## src/rtl/nlc_pkg.sv

```systemverilog
// Shared types and helpers for the nested loop sequencer and its counters.
package nlc_pkg;

    typedef enum logic [1:0] {
        IDLE = 2'd0,
        RUN  = 2'd1,
        DONE = 2'd2
    } state_t;

    // $clog2 that never returns 0, so a range of one value still gets a 1-bit port.
    function automatic int clog2_min1(input int value);
        return (value <= 1) ? 1 : $clog2(value);
    endfunction

endpackage

```

## src/rtl/nested_loop_ctrl_counter.sv

```systemverilog
// Wrapping up-counter: advances on inc, wraps MAX_COUNT -> 0, flags overflow on the wrapping inc.
module counter
    import nlc_pkg::*;
#(
    parameter  int MAX_COUNT = 7,
    localparam int W         = clog2_min1(MAX_COUNT + 1)
) (
    input  logic         clk,
    input  logic         rstn,
    input  logic         inc,
    output logic [W-1:0] out,
    output logic         overflow
);

    localparam logic [W-1:0] MAX_VAL = W'(MAX_COUNT);

    logic [W-1:0] out_q;
    logic [W-1:0] out_d;

    always_comb begin
        out_d = out_q;
        if (inc) begin
            out_d = (out_q == MAX_VAL) ? '0 : out_q + W'(1);
        end
    end

    always_ff @(posedge clk) begin
        if (!rstn) begin
            out_q <= '0;
        end else begin
            out_q <= out_d;
        end
    end

    assign out      = out_q;
    assign overflow = inc && (out_q == MAX_VAL);

endmodule

```

## src/rtl/nested_loop_ctrl.sv

```systemverilog
// Two-level row-major index sequencer driving an inner and an outer wrapping counter,
// presenting each (outer, inner) pair on a valid/ready stream.
module nested_loop_ctrl
    import nlc_pkg::*;
#(
    parameter  int OUTER_MAX = 3,
    parameter  int INNER_MAX = 7,
    localparam int OW        = clog2_min1(OUTER_MAX + 1),
    localparam int IW        = clog2_min1(INNER_MAX + 1)
) (
    input  logic          clk,
    input  logic          rstn,
    input  logic          start,
    output logic          busy,
    output logic          done,
    output logic          idx_valid,
    input  logic          idx_ready,
    output logic [OW-1:0] outer_idx,
    output logic [IW-1:0] inner_idx,
    output logic          last
);

    localparam logic [OW-1:0] OUTER_LAST = OW'(OUTER_MAX);
    localparam logic [IW-1:0] INNER_LAST = IW'(INNER_MAX);

    state_t        state_q;
    state_t        state_d;
    logic          clear;
    logic          handshake;
    logic          cnt_rstn;
    logic          inner_inc;
    logic          outer_inc;
    logic          inner_ovf;
    logic          outer_ovf;
    logic [IW-1:0] inner_out;
    logic [OW-1:0] outer_out;

    // The outer counter only overflows on a handshake at (OUTER_MAX, INNER_MAX),
    // so its overflow is exactly the final-handshake event.
    always_comb begin
        state_d = state_q;
        clear   = 1'b0;
        case (state_q)
            IDLE: begin
                if (start) begin
                    state_d = RUN;
                    clear   = 1'b1;
                end
            end
            RUN: begin
                if (outer_ovf) begin
                    state_d = DONE;
                end
            end
            DONE:    state_d = IDLE;
            default: state_d = IDLE;
        endcase
    end

    always_ff @(posedge clk) begin
        if (!rstn) begin
            state_q <= IDLE;
        end else begin
            state_q <= state_d;
        end
    end

    assign idx_valid = (state_q == RUN);
    assign handshake = idx_valid && idx_ready;
    assign inner_inc = handshake;
    assign outer_inc = handshake && inner_ovf;
    assign cnt_rstn  = rstn && !clear;

    counter #(.MAX_COUNT(INNER_MAX)) u_inner (
        .clk      (clk),
        .rstn     (cnt_rstn),
        .inc      (inner_inc),
        .out      (inner_out),
        .overflow (inner_ovf)
    );

    counter #(.MAX_COUNT(OUTER_MAX)) u_outer (
        .clk      (clk),
        .rstn     (cnt_rstn),
        .inc      (outer_inc),
        .out      (outer_out),
        .overflow (outer_ovf)
    );

    assign busy      = (state_q == RUN) || (state_q == DONE);
    assign done      = (state_q == DONE);
    assign outer_idx = outer_out;
    assign inner_idx = inner_out;
    assign last      = idx_valid && (inner_out == INNER_LAST) && (outer_out == OUTER_LAST);

endmodule

```

## config.mk

```make
export PLATFORM = sky130hd
export DESIGN_NAME = nested_loop_ctrl
export DESIGN_NICKNAME = d
export VERILOG_FILES = /design/src/rtl/nlc_pkg.sv /design/src/rtl/nested_loop_ctrl_counter.sv /design/src/rtl/nested_loop_ctrl.sv
export SDC_FILE = /design/constraint.sdc
export NUM_CORES = 1
export LEC_CHECK = 0
export ABC_AREA = 1
export CAP_MARGIN = 20
export CORE_AREA = 2 2 39 41
export DETAILED_ROUTE_END_ITERATION = 7
export DIE_AREA = 0 0 41 43
export GPL_TIMING_DRIVEN = 0
export PLACE_DENSITY_LB_ADDON = 0.2
export SYNTH_ARGS = -nofsm -noshare
export SYNTH_HDL_FRONTEND = slang
export SYNTH_SLANG_ARGS = --single-unit
```

## constraint.sdc

```tcl
create_clock -name clk -period 3.2 [get_ports clk]
set_input_delay 0.32 -clock clk [delete_from_list [all_inputs] [get_ports clk]]
set_output_delay 0.32 -clock clk [all_outputs]
set_load 0.01 [all_outputs]
```

==> results of run 1 <==
-- flip-flops by register name, summed over array words and instances, names as in the netlist --
name	cells
state_q	2
u_inner.out	3
u_outer.out	2
-- per-stage QoR --
stage | utilization, % | power (W)
final | 42.13 | 0.0003753
after CTS | 42.13 | 0.0003800
after global placement | 40.24 | 0.0002963
after global routing | 42.13 | 0.0004100
after detailed placement | 40.24 | 0.0002985
after floorplan | - | 0.0002299
-- per-layer routing --
layer  routed length [um]  vias to the layer above
li1                     -                      208
met1                  390                      162
met2                  345                        6
met3                   26                        0
met4                    0                        0
met5                    0                        -
-- cells in the final DEF, fill, tap and decap left out --
cell type	count
a21oi_1	7
and3_1	1
clkbuf_1	1
clkbuf_4	3
clkdlybuf4s50_1	12
dfxtp_1	7
ha_1	8
inv_1	6
inv_2	1
nand2_1	11
nand2_2	1
nand3_1	4
nor2_1	4
nor2_4	1
nor3_1	1
o21ai_0	2
-- worst max path at each step --
stage / start / endpoint
final: u_inner.out[0] / last
after detailed placement: u_inner.out[0] / last
after global placement: u_inner.out[0] / last
after floorplan: u_inner.out[0] / last
after CTS: u_inner.out[0] / last
after global routing: u_inner.out[0] / last
-- area by class of cell --
cell class / count / area, um^2 / area share (%)
multi-input cells: 40 / 250.2 / 42.92
flip-flops and latches: 7 / 140.1 / 24.03
repair buffers: 12 / 120.1 / 20.60
clock buffers: 4 / 26.28 / 4.506
inverters: 7 / 26.28 / 4.506
well taps: 16 / 20.02 / 3.433
-- tightest hold or removal path, stage by stage (launching register included) --
cell     delay (ns)
dfxtp_1        0.32
nand2_1        0.06
a21oi_1        0.05
-- Yosys cell counts --
cell     instances  area (um^2)
ha_1             8        100.1
and3_1           1        6.260
nand2_1         11        41.29
nand2_2          1        6.260
a21oi_1          7        35.03
inv_2            1        3.750
inv_1            6        22.52
nor2_1           4        15.01
dfxtp_1          7        140.1
nor3_1           1        5.000
nor2_4           1        11.26
nand3_1          4        20.02
o21ai_0          2        10.01
-- logic make-up after synthesis --
family	count (synthesis)	share of synthesized area (%)
AOI/OAI and AO/OA	9	10.81
adders and majority gates	8	24.02
DFF	7	33.63
buffers and inverters	7	6.305
and+or+nand+nor	23	25.23
-- power breakdown --
| part | leakage (nW) | internal [W] | switching, W | total, W |
|---|---|---|---|---|
| clock network | 0.0150 | 0.0000476 | 0.0000320 | 0.0000795 |
| registers | 0.0569 | 0.000102 | 0.0000129 | 0.000115 |
| logic | 0.191 | 0.0000850 | 0.0000961 | 0.000181 |
| total | 0.263 | 0.000234 | 0.000141 | 0.000375 |
==> flow_metrics.tcl, run 1 <==
set metrics [dict create \
    status "completed" \
    hold_path_class "reg2reg" \
    yosysUniqueCellTypes 13 \
    synth_area_um2 416.7 \
    grt_pass1_wl_um 1214 \
    diodes 0 \
    floorplan.die_area_um2 1763 \
    area_growth_pct 39.94 \
    crit_family "buffers and inverters" \
    setup_viol 0 \
    cts_sinks 7 \
    period_share_pct 62.98 \
    pre_cts_ws_ns 1.432 \
    worstHoldEndpoint "u_inner.out[2]" \
    clkSlewWorstSetupHoldPaths_ns 0.05 \
    io_buffers 12 \
    arrival_ns 1.70 \
    ios 13 \
    placed_cell_area_um2 556.8 \
    period_minus_slack_ns 2.015 \
    die_w_um 41 \
    met1_usage_pct 12.34 \
    synth.ff_latch_count 7 \
    final_nets 83 \
    globalRouteOverflowTotal 0 \
    drc_errors 0 \
    met2_usage_pct 14.06 \
    drv_slew 0 \
    cts_root_buffer "clkbuf_4" \
    fin_ws_ns 1.185 \
    worstPathCellList "ha_1, ha_1, and3_1, clkdlybuf4s50_1" \
    drive_gt1_share_pct 8.571 \
    cts.htree.levels 1 \
    cpPeakStageDelay_ns 0.52 \
    drt_iter0_markers 3 \
    cp_max_fo 4 \
    holdCritStartpoint "u_inner.out[2]" \
    whs_ns 0.4874 \
    start_util_pct 30.11 \
    maxCapViolations 0 \
    dp_hpwl_um 623.8 \
    core.rowCount 14 \
    fmax_ghz 0.4962 \
    wl_per_cell_um 8.849 \
    cp.depth 4 \
    yosys_warnings 0 \
    grt_max_degree 9 \
    skew_ns 0.003516 \
    r2r_slack_ns 1.93 \
    p_leak_nw 0.2628 \
    cpMostUsedCell "ha_1" \
    start_kind "register" \
    viasPerCell 4.372 \
    synth_area_per_cell_um2 7.716 \
    die_y_um 43 \
    numCtsBuffers 3 \
    antenna_found_initial 0 \
    critPathRequiredTime_ns 2.88 \
    worstMarginPinSlew_ns 0.1723 \
    synth_fp_nets 66 \
    holdPathStages 2 \
    final_cell_area_um2 583.1 \
    numPlacedInstances 82 \
    crit_slowest_cell "clkdlybuf4s50_1" \
    seq_area_frac_synth_pct 33.63 \
    cts_buffer_depth 2 \
    use_met3_pct 3.141 \
    post_cts_resized 0 \
    gp_congestion 0.6778 \
    ff2ff_path_depth 6 \
    postRouteWirelength_um 761 \
    grt_pass1_vias 313 \
    grt_usage_pct 10.17 \
    critPathCaptureType "output port" \
    p_per_area_nw_per_um2 643.6 \
    worstSkewPairLatency_ns 0.25 \
    crit_buf_inv 1 \
    ant_nets 0 \
    first_pass_iters 3 \
    busiest_layer "met2" \
    finalHoldViolations 0 \
    core-area_um2 1384 \
    rsz0062_at_grt "false" \
    syn_inst 54 \
    r2r-end "state_q[1]" \
    r2r-start "u_inner.out[0]" \
    relSlewSlack_pct 88.47 \
    vias 376 \
    cts_setup_buffers 0 \
    hold_buffers 0 \
    fillers 146 \
    tritoncts "done" \
    final.setup.tns_ns 0 \
    fin_cells 86 \
    crit_type "reg2out" \
    ir_drop_mv 0.3327 \
]
No activity file was read; power rests on OpenSTA's default activity.
==> inputs of run 2 (changes only) <==
==> constraint.sdc (replaced) <==
create_clock -name clk -period 1.8 [get_ports clk]
set_input_delay 0.18 -clock clk [delete_from_list [all_inputs] [get_ports clk]]
set_output_delay 0.18 -clock clk [all_outputs]
set_load 0.01 [all_outputs]
==> flow_metrics.tcl, run 2 (synthesis gave the netlist of run 1 again) <==
set metrics [dict create \
    maxCapViolations 0 \
    status "completed" \
    cp_max_fo 4 \
    final_nets 83 \
    start_kind "register" \
    wl_per_cell_um 8.942 \
    ir_drop_mv 0.5919 \
    skew_ns 0.003709 \
    area_growth_pct 40.54 \
    globalRouteOverflowTotal 0 \
    floorplan.die_area_um2 1763 \
    diodes 0 \
    p_per_area_nw_per_um2 1142 \
    finalHoldViolations 0 \
    worstSkewPairLatency_ns 0.25 \
    mostFrequentLayoutCells "nand2_1, clkdlybuf4s50_1, a21oi_1, ha_1" \
    gp_congestion 0.6778 \
    tritoncts "done" \
    grt_usage_pct 10.27 \
    io_buffers 12 \
    worstMarginPinSlew_ns 0.1747 \
    drc_errors 0 \
    crit_family "buffers and inverters" \
    cts_sinks 7 \
    antenna_found_initial 0 \
    vias 378 \
    crit_buf_inv 2 \
    ios 13 \
    drive_gt1_share_pct 11.43 \
    critPathRequiredTime_ns 1.62 \
    period_share_pct 96.01 \
    final.setup.tns_ns 0 \
    clkSlewWorstSetupHoldPaths_ns 0.05 \
    die_w_um 41 \
    start_util_pct 30.11 \
    grt_pass1_vias 316 \
    core-area_um2 1384 \
    postRouteWirelength_um 769 \
    crit_slowest_cell "clkdlybuf4s50_1" \
    viasPerCell 4.395 \
    arrival_ns 1.55 \
    largest_reg_flops 3 \
    period_minus_slack_ns 1.728 \
    fmax_ghz 0.5787 \
    cts_buffer_depth 2 \
    core.rowCount 14 \
    die_y_um 43 \
    cts_root_buffer "clkbuf_4" \
    cts.htree.levels 1 \
    rsz0062_at_grt "false" \
    crit_type "reg2out" \
    dp_hpwl_um 623.8 \
    pre_cts_ws_ns 0.1724 \
    hold_path_class "reg2reg" \
    drv_slew 0 \
    critPathCaptureType "output port" \
    drt_iter0_markers 7 \
    numCtsBuffers 3 \
    grt_pass1_wl_um 1228 \
    grt_max_degree 9 \
    p_leak_nw 0.2649 \
    first_pass_iters 3 \
    cpPeakStageDelay_ns 0.53 \
    relSlewSlack_pct 88.31 \
    worstPathCellList "inv_1, ha_1, clkdlybuf4s50_1" \
    cts_setup_buffers 0 \
    fin_ws_ns 0.07190 \
    setup_viol 0 \
    ant_nets 0 \
]
## run 2: worst register-to-register path: stages, from the launching register on
cell and delay, ns:
dfxtp_2 0.33, ha_1 0.20, ha_2 0.20, nand3_1 0.08
nand2_1 0.10, a21oi_1 0.14, nor2_1 0.06
## run 2: power by group
part           total, W  internal, W  switching, W
logic          0.000322     0.000151      0.000171
clock network  0.000142    0.0000846     0.0000572
registers      0.000205     0.000182     0.0000230
total          0.000669     0.000418      0.000251
## run 2: layout make-up
class | count | area, um^2
fillers | 146 | 798.3
inverters | 7 | 26.28
multi-input cells | 40 | 252.7
well taps | 16 | 20.02
clock buffers | 4 | 26.28
repair buffers | 12 | 118.9
flip-flops and latches | 7 | 141.4
## run 2: path summary, 6_finish.rpt
check / start / end / slack (ns) / cells after the start
worst max-delay path: state_q[0] / busy / 0.07 / 3
worst min-delay path: u_inner.out[2] / u_inner.out[2] / 0.49 / 2
worst max register to register: u_inner.out[0] / state_q[1] / 0.59 / 6
worst min register to register: u_inner.out[2] / u_inner.out[2] / 0.49 / 2
## run 2: metal layers
metal / share of wire [%] / global-route usage [%] / wire length [um]
met5: 0 / 0 / 0
met4: 0 / 8.000 / 0
met3: 3.9 / 3.141 / 30
met2: 45 / 14.06 / 343
met1: 51 / 12.66 / 395
## run 2: repair_timing
item | in CTS | in global routing
endpoints found under the setup margin | 1 | 0
resized for setup | 3 | 0
hold buffers | 0 | 0
## run 2: through the flow
stage	std cells	hold slack (ns)	utilization, %	power, W	area (um^2)
after floorplan	54	0.3007	-	0.0004088	416.7
after global placement	82	0.4784	40.24	0.0005268	556.8
after detailed placement	82	0.4791	40.24	0.0005307	556.8
after CTS	86	0.4871	42.31	0.0006766	585.6
after global routing	86	0.5235	42.31	0.0007299	585.6
final	86	0.4890	42.31	0.0006686	585.6
